<file path="src/rtl/spmv_pkg.sv">
// Shared types and constants for the SpMV row-accumulation controller.
package spmv_pkg;

   localparam int              FP16_W    = 16;
   localparam logic [FP16_W-1:0] FP16_ZERO = 16'h0000;

   typedef enum logic [2:0] {
      IDLE  = 3'd0,
      ACC   = 3'd1,
      DRAIN = 3'd2,
      OUT   = 3'd3,
      DONE  = 3'd4
   } state_e;

endpackage

</file>
<file path="src/rtl/spmv_row_accum_ctrl_if.sv">
// Product stream, adder operand/result and row-result bus of spmv_row_accum_ctrl.
// y_nnz exists only when SPMV_ROW_NNZ_CNT_EN is defined.
interface spmv_row_accum_ctrl_if #(
   parameter int ROW_W = 8
);
   import spmv_pkg::*;

   logic              p_valid;
   logic              p_ready;
   logic [FP16_W-1:0] p_data;
   logic              p_last;
   logic              p_empty;

   logic [FP16_W-1:0] add_a;
   logic [FP16_W-1:0] add_b;
   logic [FP16_W-1:0] add_result;

   logic              y_valid;
   logic              y_ready;
   logic [FP16_W-1:0] y_data;
   logic [ROW_W-1:0]  y_row;
`ifdef SPMV_ROW_NNZ_CNT_EN
   logic [ROW_W-1:0]  y_nnz;
`endif

   // Driven by the product source, the adder and the result consumer.
   modport master (
      output p_valid, p_data, p_last, p_empty, add_result, y_ready,
      input  p_ready, add_a, add_b, y_valid, y_data, y_row
`ifdef SPMV_ROW_NNZ_CNT_EN
      , input y_nnz
`endif
   );

   // The controller side.
   modport slave (
      input  p_valid, p_data, p_last, p_empty, add_result, y_ready,
      output p_ready, add_a, add_b, y_valid, y_data, y_row
`ifdef SPMV_ROW_NNZ_CNT_EN
      , output y_nnz
`endif
   );

endinterface

</file>
<file path="src/rtl/spmv_row_accum_ctrl.sv">
// Sequences the parent's registered fp16 adder as a per-row accumulator and emits one sum per row.
// Optional per-row nonzero count output enabled by SPMV_ROW_NNZ_CNT_EN.
//
// state | meaning
// IDLE  | waiting for i_start
// ACC   | accepting products of the current row
// DRAIN | adder result of the last beat settling; captured into y_data
// OUT   | row result presented, waiting for y_ready
// DONE  | job complete, o_done pulse
module spmv_row_accum_ctrl
   import spmv_pkg::*;
#(
   parameter int NUM_ROWS = 16,
   parameter int ROW_W    = 8
) (
   input  logic                 i_clk,
   input  logic                 i_rstn,
   input  logic                 i_start,
   spmv_row_accum_ctrl_if.slave bus,
   output logic                 o_busy,
   output logic                 o_done
);

   localparam logic [ROW_W:0] ROWS_B = (ROW_W+1)'(NUM_ROWS);

   state_e            state_q;
   logic              row_open_q;
   logic [ROW_W-1:0]  row_cnt_q;
   logic              y_valid_q;
   logic [FP16_W-1:0] y_data_q;
   logic [ROW_W-1:0]  y_row_q;
   logic              done_q;

   logic              accept;
   logic              row_more;
   logic [FP16_W-1:0] opnd_a;
   logic [FP16_W-1:0] opnd_b;

   assign accept   = bus.p_valid && (state_q == ACC);
   assign row_more = ({1'b0, row_cnt_q} + 1'b1) < ROWS_B;

   // Outside an accepted beat the adder adds zero to itself, so its register holds the sum.
   always_comb begin
      opnd_a = FP16_ZERO;
      opnd_b = bus.add_result;
      if (accept) begin
         opnd_a = bus.p_empty ? FP16_ZERO : bus.p_data;
         opnd_b = row_open_q ? bus.add_result : FP16_ZERO;
      end
   end

   always_ff @(posedge i_clk or negedge i_rstn) begin
      if (!i_rstn) begin
         state_q    <= IDLE;
         row_open_q <= 1'b0;
         row_cnt_q  <= '0;
         y_valid_q  <= 1'b0;
         y_data_q   <= FP16_ZERO;
         y_row_q    <= '0;
         done_q     <= 1'b0;
      end else begin
         done_q <= 1'b0;
         case (state_q)
            IDLE: begin
               if (i_start) begin
                  state_q    <= ACC;
                  row_cnt_q  <= '0;
                  row_open_q <= 1'b0;
               end
            end
            ACC: begin
               if (accept) begin
                  row_open_q <= !bus.p_last;
                  if (bus.p_last) state_q <= DRAIN;
               end
            end
            DRAIN: begin
               y_data_q  <= bus.add_result;
               y_row_q   <= row_cnt_q;
               y_valid_q <= 1'b1;
               state_q   <= OUT;
            end
            OUT: begin
               if (bus.y_ready) begin
                  y_valid_q <= 1'b0;
                  row_cnt_q <= row_cnt_q + 1'b1;
                  if (row_more) begin
                     state_q <= ACC;
                  end else begin
                     state_q <= DONE;
                     done_q  <= 1'b1;
                  end
               end
            end
            DONE:    state_q <= IDLE;
            default: state_q <= IDLE;
         endcase
      end
   end

`ifdef SPMV_ROW_NNZ_CNT_EN
   logic [ROW_W-1:0] nnz_cnt_q;
   logic [ROW_W-1:0] y_nnz_q;

   always_ff @(posedge i_clk or negedge i_rstn) begin
      if (!i_rstn) begin
         nnz_cnt_q <= '0;
         y_nnz_q   <= '0;
      end else if (state_q == IDLE) begin
         nnz_cnt_q <= '0;
      end else if (state_q == DRAIN) begin
         y_nnz_q   <= nnz_cnt_q;
         nnz_cnt_q <= '0;
      end else if (accept && !bus.p_empty && (nnz_cnt_q != '1)) begin
         nnz_cnt_q <= nnz_cnt_q + 1'b1;
      end
   end

   assign bus.y_nnz = y_nnz_q;
`endif

   assign bus.p_ready = (state_q == ACC);
   assign bus.add_a   = opnd_a;
   assign bus.add_b   = opnd_b;
   assign bus.y_valid = y_valid_q;
   assign bus.y_data  = y_data_q;
   assign bus.y_row   = y_row_q;
   assign o_busy      = (state_q != IDLE);
   assign o_done      = done_q;

endmodule
</file>
<file path="src/flat_wrapper.sv">
// flat-port wrapper written by rule: the top's interface ports become plain ports
module spmv_row_accum_ctrl_flat import spmv_pkg::*;
#(
   parameter int NUM_ROWS = 16,
   parameter int ROW_W    = 8
)
  (i_clk, i_rstn, i_start, o_busy, o_done, bus_p_valid, bus_p_data, bus_p_last, bus_p_empty, bus_add_result, bus_y_ready, bus_p_ready, bus_add_a, bus_add_b, bus_y_valid, bus_y_data, bus_y_row);
  spmv_row_accum_ctrl_if #(.ROW_W(ROW_W)) bus_i ();
  input  logic i_clk;
  input  logic i_rstn;
  input  logic i_start;
  output logic o_busy;
  output logic o_done;
  input wire logic [$bits(bus_i.p_valid)-1:0] bus_p_valid;
  input wire logic [$bits(bus_i.p_data)-1:0] bus_p_data;
  input wire logic [$bits(bus_i.p_last)-1:0] bus_p_last;
  input wire logic [$bits(bus_i.p_empty)-1:0] bus_p_empty;
  input wire logic [$bits(bus_i.add_result)-1:0] bus_add_result;
  input wire logic [$bits(bus_i.y_ready)-1:0] bus_y_ready;
  output wire logic [$bits(bus_i.p_ready)-1:0] bus_p_ready;
  output wire logic [$bits(bus_i.add_a)-1:0] bus_add_a;
  output wire logic [$bits(bus_i.add_b)-1:0] bus_add_b;
  output wire logic [$bits(bus_i.y_valid)-1:0] bus_y_valid;
  output wire logic [$bits(bus_i.y_data)-1:0] bus_y_data;
  output wire logic [$bits(bus_i.y_row)-1:0] bus_y_row;
  assign bus_i.p_valid = bus_p_valid;
  assign bus_i.p_data = bus_p_data;
  assign bus_i.p_last = bus_p_last;
  assign bus_i.p_empty = bus_p_empty;
  assign bus_i.add_result = bus_add_result;
  assign bus_i.y_ready = bus_y_ready;
  assign bus_p_ready = bus_i.p_ready;
  assign bus_add_a = bus_i.add_a;
  assign bus_add_b = bus_i.add_b;
  assign bus_y_valid = bus_i.y_valid;
  assign bus_y_data = bus_i.y_data;
  assign bus_y_row = bus_i.y_row;
  spmv_row_accum_ctrl #(.NUM_ROWS(NUM_ROWS), .ROW_W(ROW_W)) u_core (.i_clk(i_clk), .i_rstn(i_rstn), .i_start(i_start), .bus(bus_i), .o_busy(o_busy), .o_done(o_done));
endmodule
</file>
<file path="config.mk">
export PLATFORM = sky130hd
export DESIGN_NAME = spmv_row_accum_ctrl_flat
export DESIGN_NICKNAME = d
export VERILOG_FILES = /design/src/rtl/spmv_pkg.sv /design/src/rtl/spmv_row_accum_ctrl_if.sv /design/src/rtl/spmv_row_accum_ctrl.sv /design/src/flat_wrapper.sv
export SDC_FILE = /design/constraint.sdc
export NUM_CORES = 1
export LEC_CHECK = 0
export ABC_AREA = 1
export BUFFER_PORTS_ARGS = -buffer_cell sky130_fd_sc_hd__buf_4
export CAP_MARGIN = 20
export CORE_MARGIN = 2
export CORE_UTILIZATION = 41
export CTS_BUF_LIST = sky130_fd_sc_hd__clkbuf_4 sky130_fd_sc_hd__clkbuf_8 sky130_fd_sc_hd__clkbuf_16
export DETAILED_ROUTE_END_ITERATION = 12
export PLACE_DENSITY_LB_ADDON = 0.05
export SYNTH_ARGS = -nofsm -noshare
export SYNTH_HDL_FRONTEND = slang
export SYNTH_SLANG_ARGS = --single-unit
</file>
<file path="constraint.sdc">
create_clock -name i_clk -period 1.5 [get_ports i_clk]
set_input_delay 0.3 -clock i_clk [delete_from_list [all_inputs] [get_ports i_clk]]
set_output_delay 0.3 -clock i_clk [all_outputs]
set_load 0.02 [all_outputs]
</file>
==> tab_implementation.tex, run 1 <==
\begin{tabular}{lr}
\hline
Metric & Value \\
\hline
\multicolumn{2}{l}{\textbf{Hold path}} \\
\quad Type of the tightest min-delay check & in -> reg \\
\quad Min-Delay Startpoint & bus\_p\_last \\
\quad Worst Hold Path Cells & 4 \\
\multicolumn{2}{l}{\textbf{Logic synthesis}} \\
\quad Post-synthesis average cell area & about 7.7 sq um \\
\quad Cells taking the most area after synthesis & dfrtp\_1, nand2\_1, o21ai\_0 \\
\quad Number of synthesized register bits & 38 \\
\quad Count of synthesis-stage warnings from yosys & 0 \\
\quad Post-synthesis instance area & 1950 sq um \\
\quad Count of cell types in the netlist & 25 \\
\quad Nets in the synthesized netlist & 293 \\
\quad Sequential element share of the synthesized area & 0.487 \\
\quad Library cell occupying the most area in the post-synthesis netlist & dfrtp\_1 \\
\quad Gate count after technology mapping & 253 \\
\quad Proportion of netlist area held by the largest area contributor & 0.487 \\
\multicolumn{2}{l}{\textbf{Global routing}} \\
\quad Aggregate global routing overflow & 0 \\
\quad Number of global-route vias before repair & about 1600 \\
\quad Total global-route track usage & 0.172 \\
\quad Pin count of the biggest net entering global routing & 50 \\
\quad Number of antenna violations at the first check in global routing & 0 \\
\quad Wire length of the first global-routing pass & just over 7 mm \\
\multicolumn{2}{l}{\textbf{Status}} \\
\quad Status & finished, violations left \\
\quad Violated checks & negative setup slack \\
\multicolumn{2}{l}{\textbf{Layout}} \\
\quad \# diodes & 0 \\
\quad Proportion of layout cells with a drive suffix above 1 & 0.488 \\
\quad Final \#Nets & around 400 \\
\quad Final standard cell utilization of the core & 0.699 \\
\quad Count of filler cells inserted in the layout & 368 \\
\quad Area Overhead vs Synth & 66.9\% \\
\multicolumn{2}{l}{\textbf{Route}} \\
\quad Mean number of vias per cell & 4.62 \\
\quad TritonRoute pass-1 iters & 4 \\
\quad Average detailed-routed wire length per instance & 11.6 um \\
\quad WL final & 4.88 mm \\
\quad Count of vias placed by the detailed router & 1935 \\
\quad DRT antenna net count & 0 \\
\quad Iter 0 DRT Violations & 63 \\
\quad Post-route DRC violation count & 0 \\
\multicolumn{2}{l}{\textbf{Pwr}} \\
\quad Power density over cell area & 1890 nW/um\^{}2 \\
\quad Maximum resistive drop on vdd & 1.36 mV \\
\quad Final Power & 6.16 mW \\
\quad Cell leakage power & around 1.7 nW \\
\multicolumn{2}{l}{\textbf{Worst setup path}} \\
\quad Max FO, Critical Path & 8 \\
\quad Cell chain of the critical path & nor3\_4 > inv\_2 > nor2\_8 > inv\_4 > nor2\_8 > clkbuf\_16 > nor2\_2 > buf\_6 \\
\quad Critical path destination & bus\_add\_b[14] \\
\quad Startpoint of the worst register-to-register path & u\_core.state\_q[2] \\
\quad Element type at the critical path start & flip-flop \\
\quad Largest incremental delay on the critical path & 0.41 ns \\
\quad Worst endpoint data arrival time & around 1.6 ns \\
\quad Startpoint of the worst setup timing path & u\_core.state\_q[2] \\
\quad Critical R2R Capture & u\_core.bus.y\_data[13] \\
\quad Setup slack on the worst flop-to-flop path & 0.02 ns \\
\quad Sort of element at the end of the critical path & output pin \\
\quad Cell count of the worst reg-to-reg path & 8 \\
\quad Critical path required time & approximately 1.2 ns \\
\quad Slowest cell on the critical path & dfrtp\_1 \\
\quad Type of the setup path with the least slack & reg -> out \\
\quad Most frequent cell on the critical path & nor2\_8 \\
\multicolumn{2}{l}{\textbf{Placed design}} \\
\quad Half-perimeter wire length after detailed placement & 3.42 mm \\
\quad Port Buf Inserts & between 90 and 100 \\
\quad Routability cong. & $\sim$0.85 \\
\multicolumn{2}{l}{\textbf{Die}} \\
\quad Horizontal extent of the die & approximately 73 um \\
\quad Core outline area & 4660 sq um \\
\quad Initial core utilization & 0.419 \\
\quad Die outline height & 73.0 um \\
\quad Count of boundary I/O pins & 99 \\
\quad Area of the die & between 5000 and 6000 sq um \\
\quad Number of standard-cell rows in the floorplan & 25 \\
\multicolumn{2}{l}{\textbf{Timing}} \\
\quad Post-route worst setup slack & -0.419 ns \\
\quad Final setup fails & 33 \\
\quad Min cycle time layout & between 1.5 and 2 ns \\
\quad Number of endpoints with negative hold slack in the final report & 0 \\
\quad Max-slew headroom at the worst pin & 0.684 \\
\quad Setup repair after global routing missed its margin & yes \\
\quad Skew final & approximately 0.0028 ns \\
\quad Transition time at the pin with the least slew margin & between 0.4 and 0.5 ns \\
\quad Max-slew violation total from the final report & 0 \\
\quad Timing-limited maximum frequency & 0.521 GHz \\
\quad Share of the clock period used by the worst path & 1.28 \\
\multicolumn{2}{l}{\textbf{Clocking}} \\
\quad TritonCTS clock tree & built \\
\quad Clock H-tree levels & 2 \\
\quad Clock buffer count from CTS & 5 \\
\quad Root Buffer & clkbuf\_8 \\
\quad Skew-Pair Late Insertion Delay & between 0.2 and 0.3 ns \\
\quad Clock-pin slew on the worst setup and hold paths & 0.07 ns \\
\quad Clock tree buffer depth & 2 \\
\quad Number of clock sinks & 38 \\
\multicolumn{2}{l}{\textbf{Flow run}} \\
\quad \# Max-Cap Violations & 0 \\
\hline
\end{tabular}
==> stage by stage <==
step / hold WS [ns] / cells / instance area (sq um) / TNS [ns] / worst slack [ns]
6_report: 0.279 / 419 / 3260 / -12.44 / -0.419
5_1_grt: 0.304 / 419 / 3260 / -15.40 / -0.486
4_1_cts: 0.276 / 413 / 3080 / -11.99 / -0.408
3_5_place_dp: 0.291 / 404 / 2920 / -2.46 / -0.103
3_3_place_gp: 0.292 / 404 / 2920 / -1.65 / -0.0768
2_1_floorplan: 0.00441 / 253 / 2090 / -4.60 / -0.186
==> metal layers <==
layer / vias to the layer above / global-route usage / part of all wire
li1: 1004 / - / -
met1: 869 / 0.219 / 0.44
met2: 54 / 0.281 / 0.48
met3: 8 / 0.0428 / 0.059
met4: 0 / 0.0679 / 0.014
met5: - / 0 / 0
==> cell families (layout without fill, tap and decap cells) <==
group	Yosys count	after routing	synth area share
AO/OA/AOI/OAI	39	39	0.102
AND/OR/NAND/NOR	126	126	0.291
XOR/XNOR	1	1	0.00449
adder cells (fa/ha/maj)	1	1	0.00641
buffers and inverters	48	160	0.108
flip-flops	38	38	0.487
==> synthesized netlist by cell type <==
master,count
nand2_1,67
dfrtp_1,38
inv_1,36
nor2_1,34
o21ai_0,31
nor2_2,11
nand3_1,7
a21oi_1,5
clkbuf_1,4
o22ai_1,3
inv_2,2
nor2_8,2
buf_1,1
buf_12,1
buf_2,1
buf_4,1
buf_6,1
ha_1,1
inv_4,1
nand2_2,1
nand4_1,1
nor2_4,1
nor3_1,1
nor3_4,1
xor2_1,1
==> layout by cell type, fill, tap and decap left out <==
master / Yosys / final
o21ai_2: 0 / 1
ha_2: 0 / 1
nor3_1: 1 / 1
buf_4: 1 / 89
dlygate4sd3_1: 0 / 1
nand3_2: 0 / 1
xor2_1: 1 / 1
nor2_8: 2 / 2
nor3_4: 1 / 1
nand2_2: 1 / 7
inv_4: 1 / 2
o21ai_0: 31 / 21
clkbuf_4: 0 / 2
nand3_1: 7 / 5
clkbuf_8: 0 / 5
nor2_1: 34 / 12
a21oi_1: 5 / 4
inv_2: 2 / 4
dfrtp_1: 38 / 38
nor2_2: 11 / 12
nand4_1: 1 / 1
nor2_4: 1 / 22
nand2_4: 0 / 3
clkbuf_16: 0 / 1
a21oi_2: 0 / 1
buf_12: 1 / 3
nand3_4: 0 / 1
inv_1: 36 / 33
o22ai_1: 3 / 3
buf_6: 1 / 20
o21ai_1: 0 / 9
nand2_1: 67 / 58
==> worst max-delay path, delay by kind of cell (launching register included) <==
family / cells / cell delay, ns
simple gates: 4 / 0.47
flops: 1 / 0.41
buf+inv: 4 / 0.45
==> power by group <==
group,internal [mW],switching [mW]
Combinational,1.58,2.10
Clock,0.356,0.319
Sequential,1.50,0.298
Total,3.44,2.72
==> sequential cells by signal, summed over array words and instances, names as in the netlist <==
register            cells
u_core.o_done           1
u_core.state_q          3
u_core.row_open_q       1
u_core.row_cnt_q        8
u_core.bus.y_row        8
u_core.bus.y_valid      1
u_core.bus.y_data      16
==> cell type report <==
cell class	instances	area (sq um)	area share
clock buffers	7	83.8	0.0257
inverters	39	151	0.0465
multi-input cells	167	1010	0.311
flip-flops and latches	38	951	0.292
well taps	54	67.6	0.0208
repair buffers	114	988	0.304
==> worst min path at each step <==
| stage | end |
|---|---|
| 6_report | u_core.row_open_q |
| 5_1_grt | u_core.bus.y_data[2] |
| 4_1_cts | u_core.row_open_q |
| 3_5_place_dp | u_core.bus.y_data[9] |
| 3_3_place_gp | u_core.bus.y_data[9] |
| 2_1_floorplan | u_core.bus.y_data[0] |
==> what timing repair did <==
item                                    4_1_cts  5_1_grt
cloned                                        0        1
resized for setup                            16       43
endpoints found under the setup margin       34       45
pin swaps                                     0        7
hold buffers                                  1        0
endpoints found under the hold margin        38        0
buffers inserted                              1        6
Note: power is estimated with default switching activity, not from simulation.
==> inputs of run 2 (changes only) <==
--- a/config.mk
+++ b/config.mk
@@ -13,2 +13,3 @@
 export CTS_BUF_LIST = sky130_fd_sc_hd__clkbuf_4 sky130_fd_sc_hd__clkbuf_8 sky130_fd_sc_hd__clkbuf_16
+export CTS_CLUSTER_SIZE = 25
 export DETAILED_ROUTE_END_ITERATION = 12
==> constraint.sdc (replaced) <==
create_clock -name i_clk -period 1.5 [get_ports i_clk]
set_input_delay 0.075 -clock i_clk [delete_from_list [all_inputs] [get_ports i_clk]]
set_output_delay 0.075 -clock i_clk [all_outputs]
set_load 0.02 [all_outputs]
==> tab_implementation.tex, run 2 (synthesized netlist as in run 1, its figures left out) <==
\begin{tabular}{lr}
\hline
Metric & Value \\
\hline
\multicolumn{2}{l}{\textbf{Layout}} \\
\quad Final \#Nets & 404 (-0.25\%) \\
\quad Flip-flop count of the largest register after layout & 16 (unchanged) \\
\quad Count of filler cells inserted in the layout & 381 (+3.5\%) \\
\quad Most used cells in the layout excluding fill and tap cells & buf\_4, nand2\_1, dfrtp\_1 \\
\quad \# diodes & 0 (unchanged) \\
\quad Proportion of layout cells with a drive suffix above 1 & 0.438 (-0.0493) \\
\quad Area Overhead vs Synth & 59.7\% \\
\quad Most common cell after layout, fill and taps aside & buf\_4 \\
\multicolumn{2}{l}{\textbf{Global routing}} \\
\quad Aggregate global routing overflow & 0 (unchanged) \\
\quad Total global-route track usage & 0.183 (+0.0109) \\
\quad Met3 GRT Util & 0.0566 (+0.0138) \\
\quad Pin count of the biggest net entering global routing & 50 (unchanged) \\
\quad Wire length of the first global-routing pass & 7.56 mm (+6.3\%) \\
\quad Most utilized layer in the global route result & met2 \\
\quad Grt met1 use & 0.237 (+0.0178) \\
\quad Number of global-route vias before repair & 1661 (+2.1\%) \\
\quad Number of antenna violations at the first check in global routing & 0 (unchanged) \\
\quad Met2 routing resource usage after global routing & 0.294 (+0.0131) \\
\multicolumn{2}{l}{\textbf{Clocking}} \\
\quad Clock-pin slew on the worst setup and hold paths & 0.08 ns (about the same) \\
\quad Skew-Pair Late Insertion Delay & 0.29 ns (about the same) \\
\quad Clock H-tree levels & 2 (unchanged) \\
\quad Root Buffer & clkbuf\_8 \\
\quad TritonCTS clock tree & built \\
\quad Clock buffer count from CTS & 5 (unchanged) \\
\quad Clock tree buffer depth & 2 (unchanged) \\
\quad Number of clock sinks & 38 (unchanged) \\
\multicolumn{2}{l}{\textbf{Timing}} \\
\quad Max-slew headroom at the worst pin & 0.683 (-0.00136) \\
\quad Skew final & 0.00765 ns (+0.00485 ns) \\
\quad Post-route worst setup slack & -0.206 ns (+0.213 ns) \\
\quad Max-slew violation total from the final report & 0 (unchanged) \\
\quad Final setup fails & 33 (unchanged) \\
\quad Share of the clock period used by the worst path & 1.14 (-0.142) \\
\quad Min cycle time layout & 1.71 ns (-0.213 ns) \\
\quad Number of endpoints with negative hold slack in the final report & 0 (unchanged) \\
\quad Timing-limited maximum frequency & 0.586 GHz (+12\%) \\
\quad Setup repair after global routing missed its margin & yes \\
\quad Worst Hold Slack & 0.0392 ns (-0.240 ns) \\
\quad Transition time at the pin with the least slew margin & 0.475 ns (+0.00203 ns) \\
\multicolumn{2}{l}{\textbf{Die}} \\
\quad Count of boundary I/O pins & 99 (unchanged) \\
\quad Core outline area & 4660 sq um (unchanged) \\
\quad Area of the die & 5330 sq um (unchanged) \\
\quad Die outline height & 73.0 um (unchanged) \\
\quad Horizontal extent of the die & 73.0 um (unchanged) \\
\quad Number of standard-cell rows in the floorplan & 25 (unchanged) \\
\quad Initial core utilization & 0.419 (unchanged) \\
\multicolumn{2}{l}{\textbf{Route}} \\
\quad WL final & 4.89 mm (+0.27\%) \\
\quad DRT antenna net count & 0 (unchanged) \\
\quad Count of vias placed by the detailed router & 1931 (-0.21\%) \\
\quad TritonRoute pass-1 iters & 4 (unchanged) \\
\quad Post-route DRC violation count & 0 (unchanged) \\
\quad Iter 0 DRT Violations & 80 (+27\%) \\
\quad Mean number of vias per cell & 4.61 (-0.21\%) \\
\quad Average detailed-routed wire length per instance & 11.7 um (+0.27\%) \\
\multicolumn{2}{l}{\textbf{Status}} \\
\quad Status & finished, violations left \\
\quad Violated checks & negative setup slack \\
\multicolumn{2}{l}{\textbf{Pwr}} \\
\quad Maximum resistive drop on vdd & 1.11 mV (-19\%) \\
\quad Final Power & 6.30 mW (+2.3\%) \\
\quad Cell leakage power & 1.66 nW (-1.2\%) \\
\quad Power density over cell area & 2020 nW/um\^{}2 (+6.9\%) \\
\multicolumn{2}{l}{\textbf{Worst setup path}} \\
\quad Type of the setup path with the least slack & reg -> out \\
\quad Sort of element at the end of the critical path & output pin \\
\quad Element type at the critical path start & flip-flop \\
\quad Critical path required time & 1.42 ns (+0.22 ns) \\
\quad Worst endpoint data arrival time & 1.63 ns (about the same) \\
\quad Max FO, Critical Path & 11 (+3) \\
\multicolumn{2}{l}{\textbf{Flow run}} \\
\quad \# Max-Cap Violations & 0 (unchanged) \\
\multicolumn{2}{l}{\textbf{Hold path}} \\
\quad Type of the tightest min-delay check & in -> reg \\
\multicolumn{2}{l}{\textbf{Placed design}} \\
\quad Routability cong. & 0.885 (+3.9\%) \\
\quad Port Buf Inserts & 98 (unchanged) \\
\quad Setup WS pre-CTS & 0.0366 ns (+0.140 ns) \\
\quad Half-perimeter wire length after detailed placement & 3.55 mm (+3.9\%) \\
\hline
\end{tabular}
run 2: cell count changes in the layout (fill, tap and decap cells not counted), sizes merged:
cell and delta:
clkbuf -2, bufinv +2
run 2: path summary, 6_finish.rpt:
kind / from / end / slack [ns] / cells past startpoint
setup / recovery: u_core.state_q[0] / bus_add_a[1] / -0.21 / 8
hold / removal: bus_p_last / u_core.row_open_q / 0.04 / 4
setup reg to reg: u_core.state_q[1] / u_core.row_cnt_q[2] / -0.03 / 9
hold reg to reg: u_core.bus.y_row[0] / u_core.bus.y_row[0] / 0.49 / 2
max in group asynchronous: i_rstn / u_core.bus.y_row[7] / 0.88 / 2
min in group asynchronous: i_rstn / u_core.bus.y_data[11] / 0.29 / 2
run 2: layer usage:
| metal | up-vias | share of wire |
|---|---|---|
| li1 | 995 | - |
| met1 | 869 | 0.44 |
| met2 | 60 | 0.49 |
| met3 | 7 | 0.060 |
| met4 | 0 | 0.011 |
| met5 | - | 0 |
run 2: power breakdown:
part           internal (mW)  switching [mW]  leakage, nW
logic                   1.46            1.94         1.10
clock network          0.709           0.355       0.0714
registers               1.50           0.334        0.487
total                   3.67            2.63         1.66
run 2: repair_timing:
item / CTS / global route
setup buffers: 6 / 3
hold buffers: 1 / 0
gates cloned: 0 / 0
resized for setup: 11 / 19
setup endpoints to repair: 32 / 44
pin swaps: 1 / 9
endpoints found under the hold margin: 38 / 0
run 2: worst max-delay path: stages, from the launching register on:
cell     delay, ns
dfrtp_1       0.41
inv_1         0.09
nor3_4        0.14
inv_2         0.09
nor2_8        0.11
buf_4         0.18
nand2_1       0.06
nor2_1        0.11
buf_4         0.16
run 2: per-stage QoR:
stage | TNS (ns) | cell area, sq um | instances | utilization
floorplan | 0 | 1980 | 253 | -
global placement | 0 | 2770 | 401 | 0.594
detailed placement | 0 | 2770 | 401 | 0.594
CTS | -5.14 | 3020 | 416 | 0.648
global route | -8.76 | 3120 | 419 | 0.668
finish | -5.31 | 3120 | 419 | 0.668
run 2: area by class of cell:
class | instances | area [sq um] | share of cell area
clock buffer | 6 | 82.6 | 0.0265
tap | 54 | 67.6 | 0.0217
timing repair buffer | 113 | 917 | 0.294
sequential | 38 | 951 | 0.305
inverter | 39 | 154 | 0.0494
clock inverter | 2 | 60.1 | 0.0193
multi-input combinational | 167 | 883 | 0.284
==> inputs of run 3 (changes only) <==
REMOVE_ABC_BUFFERS = 1   (was default)
==> tab_implementation.tex, run 3 (synthesized netlist as in run 1, its figures left out) <==
\begin{tabular}{lr}
\hline
Metric & Value \\
\hline
\multicolumn{2}{l}{\textbf{Status}} \\
\quad Status & finished, violations left \\
\quad Violated checks & negative setup slack \\
\multicolumn{2}{l}{\textbf{Timing}} \\
\quad Share of the clock period used by the worst path & 1.13 (-0.00349) \\
\quad Worst Hold Slack & 0.0596 ns (+0.0204 ns) \\
\quad Min cycle time layout & 1.70 ns (-0.00523 ns) \\
\quad Timing-limited maximum frequency & 0.588 GHz (+0.31\%) \\
\quad Final setup fails & 38 (+15\%) \\
\quad Max-slew headroom at the worst pin & 0.685 (+0.00174) \\
\quad Post-route worst setup slack & -0.201 ns (+0.00523 ns) \\
\quad Number of endpoints with negative hold slack in the final report & 0 (unchanged) \\
\quad Skew final & 0.00508 ns (-0.00256 ns) \\
\quad Transition time at the pin with the least slew margin & 0.473 ns (-0.00261 ns) \\
\quad Max-slew violation total from the final report & 0 (unchanged) \\
\quad Setup repair after global routing missed its margin & yes \\
\multicolumn{2}{l}{\textbf{Global routing}} \\
\quad Pin count of the biggest net entering global routing & 50 (unchanged) \\
\quad Number of antenna violations at the first check in global routing & 0 (unchanged) \\
\quad Wire length of the first global-routing pass & 7.69 mm (+1.7\%) \\
\quad Number of global-route vias before repair & 1735 (+4.5\%) \\
\quad Aggregate global routing overflow & 0 (unchanged) \\
\quad Total global-route track usage & 0.184 (+0.00183) \\
\multicolumn{2}{l}{\textbf{Worst setup path}} \\
\quad Critical path required time & 1.42 ns (about the same) \\
\quad Worst endpoint data arrival time & 1.63 ns (about the same) \\
\quad Sort of element at the end of the critical path & output pin \\
\quad Type of the setup path with the least slack & reg -> out \\
\quad Max FO, Critical Path & 6 (-5) \\
\quad Element type at the critical path start & flip-flop \\
\multicolumn{2}{l}{\textbf{Die}} \\
\quad Core outline area & 4660 sq um (unchanged) \\
\quad Number of standard-cell rows in the floorplan & 25 (unchanged) \\
\quad Area of the die & 5330 sq um (unchanged) \\
\quad Count of boundary I/O pins & 99 (unchanged) \\
\quad Die outline height & 73.0 um (unchanged) \\
\quad Horizontal extent of the die & 73.0 um (unchanged) \\
\quad Initial core utilization & 0.419 (unchanged) \\
\multicolumn{2}{l}{\textbf{Placed design}} \\
\quad Routability cong. & 0.744 (-16\%) \\
\quad Setup WS pre-CTS & 0.0393 ns (+0.00268 ns) \\
\quad Port Buf Inserts & 98 (unchanged) \\
\quad Half-perimeter wire length after detailed placement & 3.33 mm (-6.3\%) \\
\quad Total cell area at the placement stage & 2730 sq um (-1.2\%) \\
\multicolumn{2}{l}{\textbf{Clocking}} \\
\quad TritonCTS clock tree & built \\
\quad Root Buffer & clkbuf\_8 \\
\quad Clock tree buffer depth & 2 (unchanged) \\
\quad Clock H-tree levels & 2 (unchanged) \\
\quad Number of clock sinks & 38 (unchanged) \\
\quad Clock buffer count from CTS & 5 (unchanged) \\
\quad Clock-pin slew on the worst setup and hold paths & 0.07 ns (about the same) \\
\quad Skew-Pair Late Insertion Delay & 0.29 ns (about the same) \\
\multicolumn{2}{l}{\textbf{Pwr}} \\
\quad Final Power & 5.96 mW (-5.4\%) \\
\quad Cell leakage power & 1.63 nW (-1.6\%) \\
\quad Power density over cell area & 1960 nW/um\^{}2 (-3.0\%) \\
\quad Maximum resistive drop on vdd & 1.02 mV (-7.6\%) \\
\multicolumn{2}{l}{\textbf{Hold path}} \\
\quad Type of the tightest min-delay check & in -> reg \\
\multicolumn{2}{l}{\textbf{Route}} \\
\quad WL final & 4.93 mm (+0.67\%) \\
\quad TritonRoute pass-1 iters & 4 (unchanged) \\
\quad Average detailed-routed wire length per instance & 11.9 um (+1.6\%) \\
\quad Post-route DRC violation count & 0 (unchanged) \\
\quad Mean number of vias per cell & 4.58 (-0.66\%) \\
\quad DRT antenna net count & 0 (unchanged) \\
\quad Iter 0 DRT Violations & 93 (+16\%) \\
\quad Count of vias placed by the detailed router & 1900 (-1.6\%) \\
\multicolumn{2}{l}{\textbf{Layout}} \\
\quad Final \#Nets & 401 (-0.74\%) \\
\quad Flip-flop count of the largest register after layout & 16 (unchanged) \\
\quad Area Overhead vs Synth & 55.7\% \\
\quad Total non-filler cell area in the finished layout & 3040 sq um (-2.5\%) \\
\quad Proportion of layout cells with a drive suffix above 1 & 0.418 (-0.0201) \\
\quad Most common cell after layout, fill and taps aside & buf\_4 \\
\quad Count of filler cells inserted in the layout & 401 (+5.2\%) \\
\quad \# diodes & 0 (unchanged) \\
\quad Most used cells in the layout excluding fill and tap cells & buf\_4, nand2\_1, dfrtp\_1 \\
\multicolumn{2}{l}{\textbf{Flow run}} \\
\quad \# Max-Cap Violations & 0 (unchanged) \\
\hline
\end{tabular}
[run 3: cell type report]
cell class / instances / area (sq um) / share of cell area
Sequential cell: 38 / 951 / 0.313
Clock inverter: 1 / 30.0 / 0.00988
Tap cell: 54 / 67.6 / 0.0222
Inverter: 39 / 149 / 0.0490
Clock buffer: 6 / 82.6 / 0.0272
Timing Repair Buffer: 110 / 931 / 0.306
Multi-Input combinational cell: 167 / 827 / 0.272
[run 3: per-layer routing]
metal,GRT usage,routed length (um),vias up
met1,0.243,2200,863
li1,-,-,985
met3,0.0525,253,5
met5,0,0,-
met2,0.299,2430,47
met4,0.0494,46,0
[run 3: power by group]
group          internal, mW  total, mW  leakage [nW]  switching (mW)
clock network         0.532      0.882        0.0573           0.350
registers              1.50       1.83         0.487           0.329
logic                  1.38       3.25          1.09            1.87
total                  3.41       5.96          1.63            2.55
[run 3: worst paths after layout]
| kind | startpoint | to | slack (ns) | cells past startpoint |
|---|---|---|---|---|
| setup / recovery | u_core.state_q[1] | bus_add_b[9] | -0.20 | 8 |
| hold / removal | bus_p_last | u_core.row_open_q | 0.06 | 4 |
| setup reg to reg | u_core.state_q[2] | u_core.row_cnt_q[0] | -0.02 | 7 |
| hold reg to reg | u_core.bus.y_valid | u_core.bus.y_valid | 0.47 | 2 |
| max in group asynchronous | i_rstn | u_core.bus.y_data[12] | 0.88 | 2 |
| min in group asynchronous | i_rstn | u_core.bus.y_row[7] | 0.29 | 2 |
[run 3: through the flow]
step / std cells / TNS, ns / util
after global routing: 415 / -10.96 / 0.652
after floorplan: 244 / -2.28 / -
after global placement: 400 / 0 / 0.587
after CTS: 412 / -4.98 / 0.630
after detailed placement: 400 / 0 / 0.587
final: 415 / -5.02 / 0.652
[run 3: timing repair]
action	in CTS	in global routing
pin swaps	1	3
cloned	0	1
hold endpoints to repair	38	0
resized for setup	10	22
hold buffers	1	0
endpoints found under the setup margin	33	62
setup buffers	4	2
[run 3: critical path, stage by stage (launching register included)]
cell and delay, ns:
dfrtp_1 0.41, nor3_4 0.21, inv_2 0.09, nor2_8 0.11, inv_4 0.05, nor2_8 0.13
clkbuf_16 0.17, nor2_2 0.04, buf_6 0.12
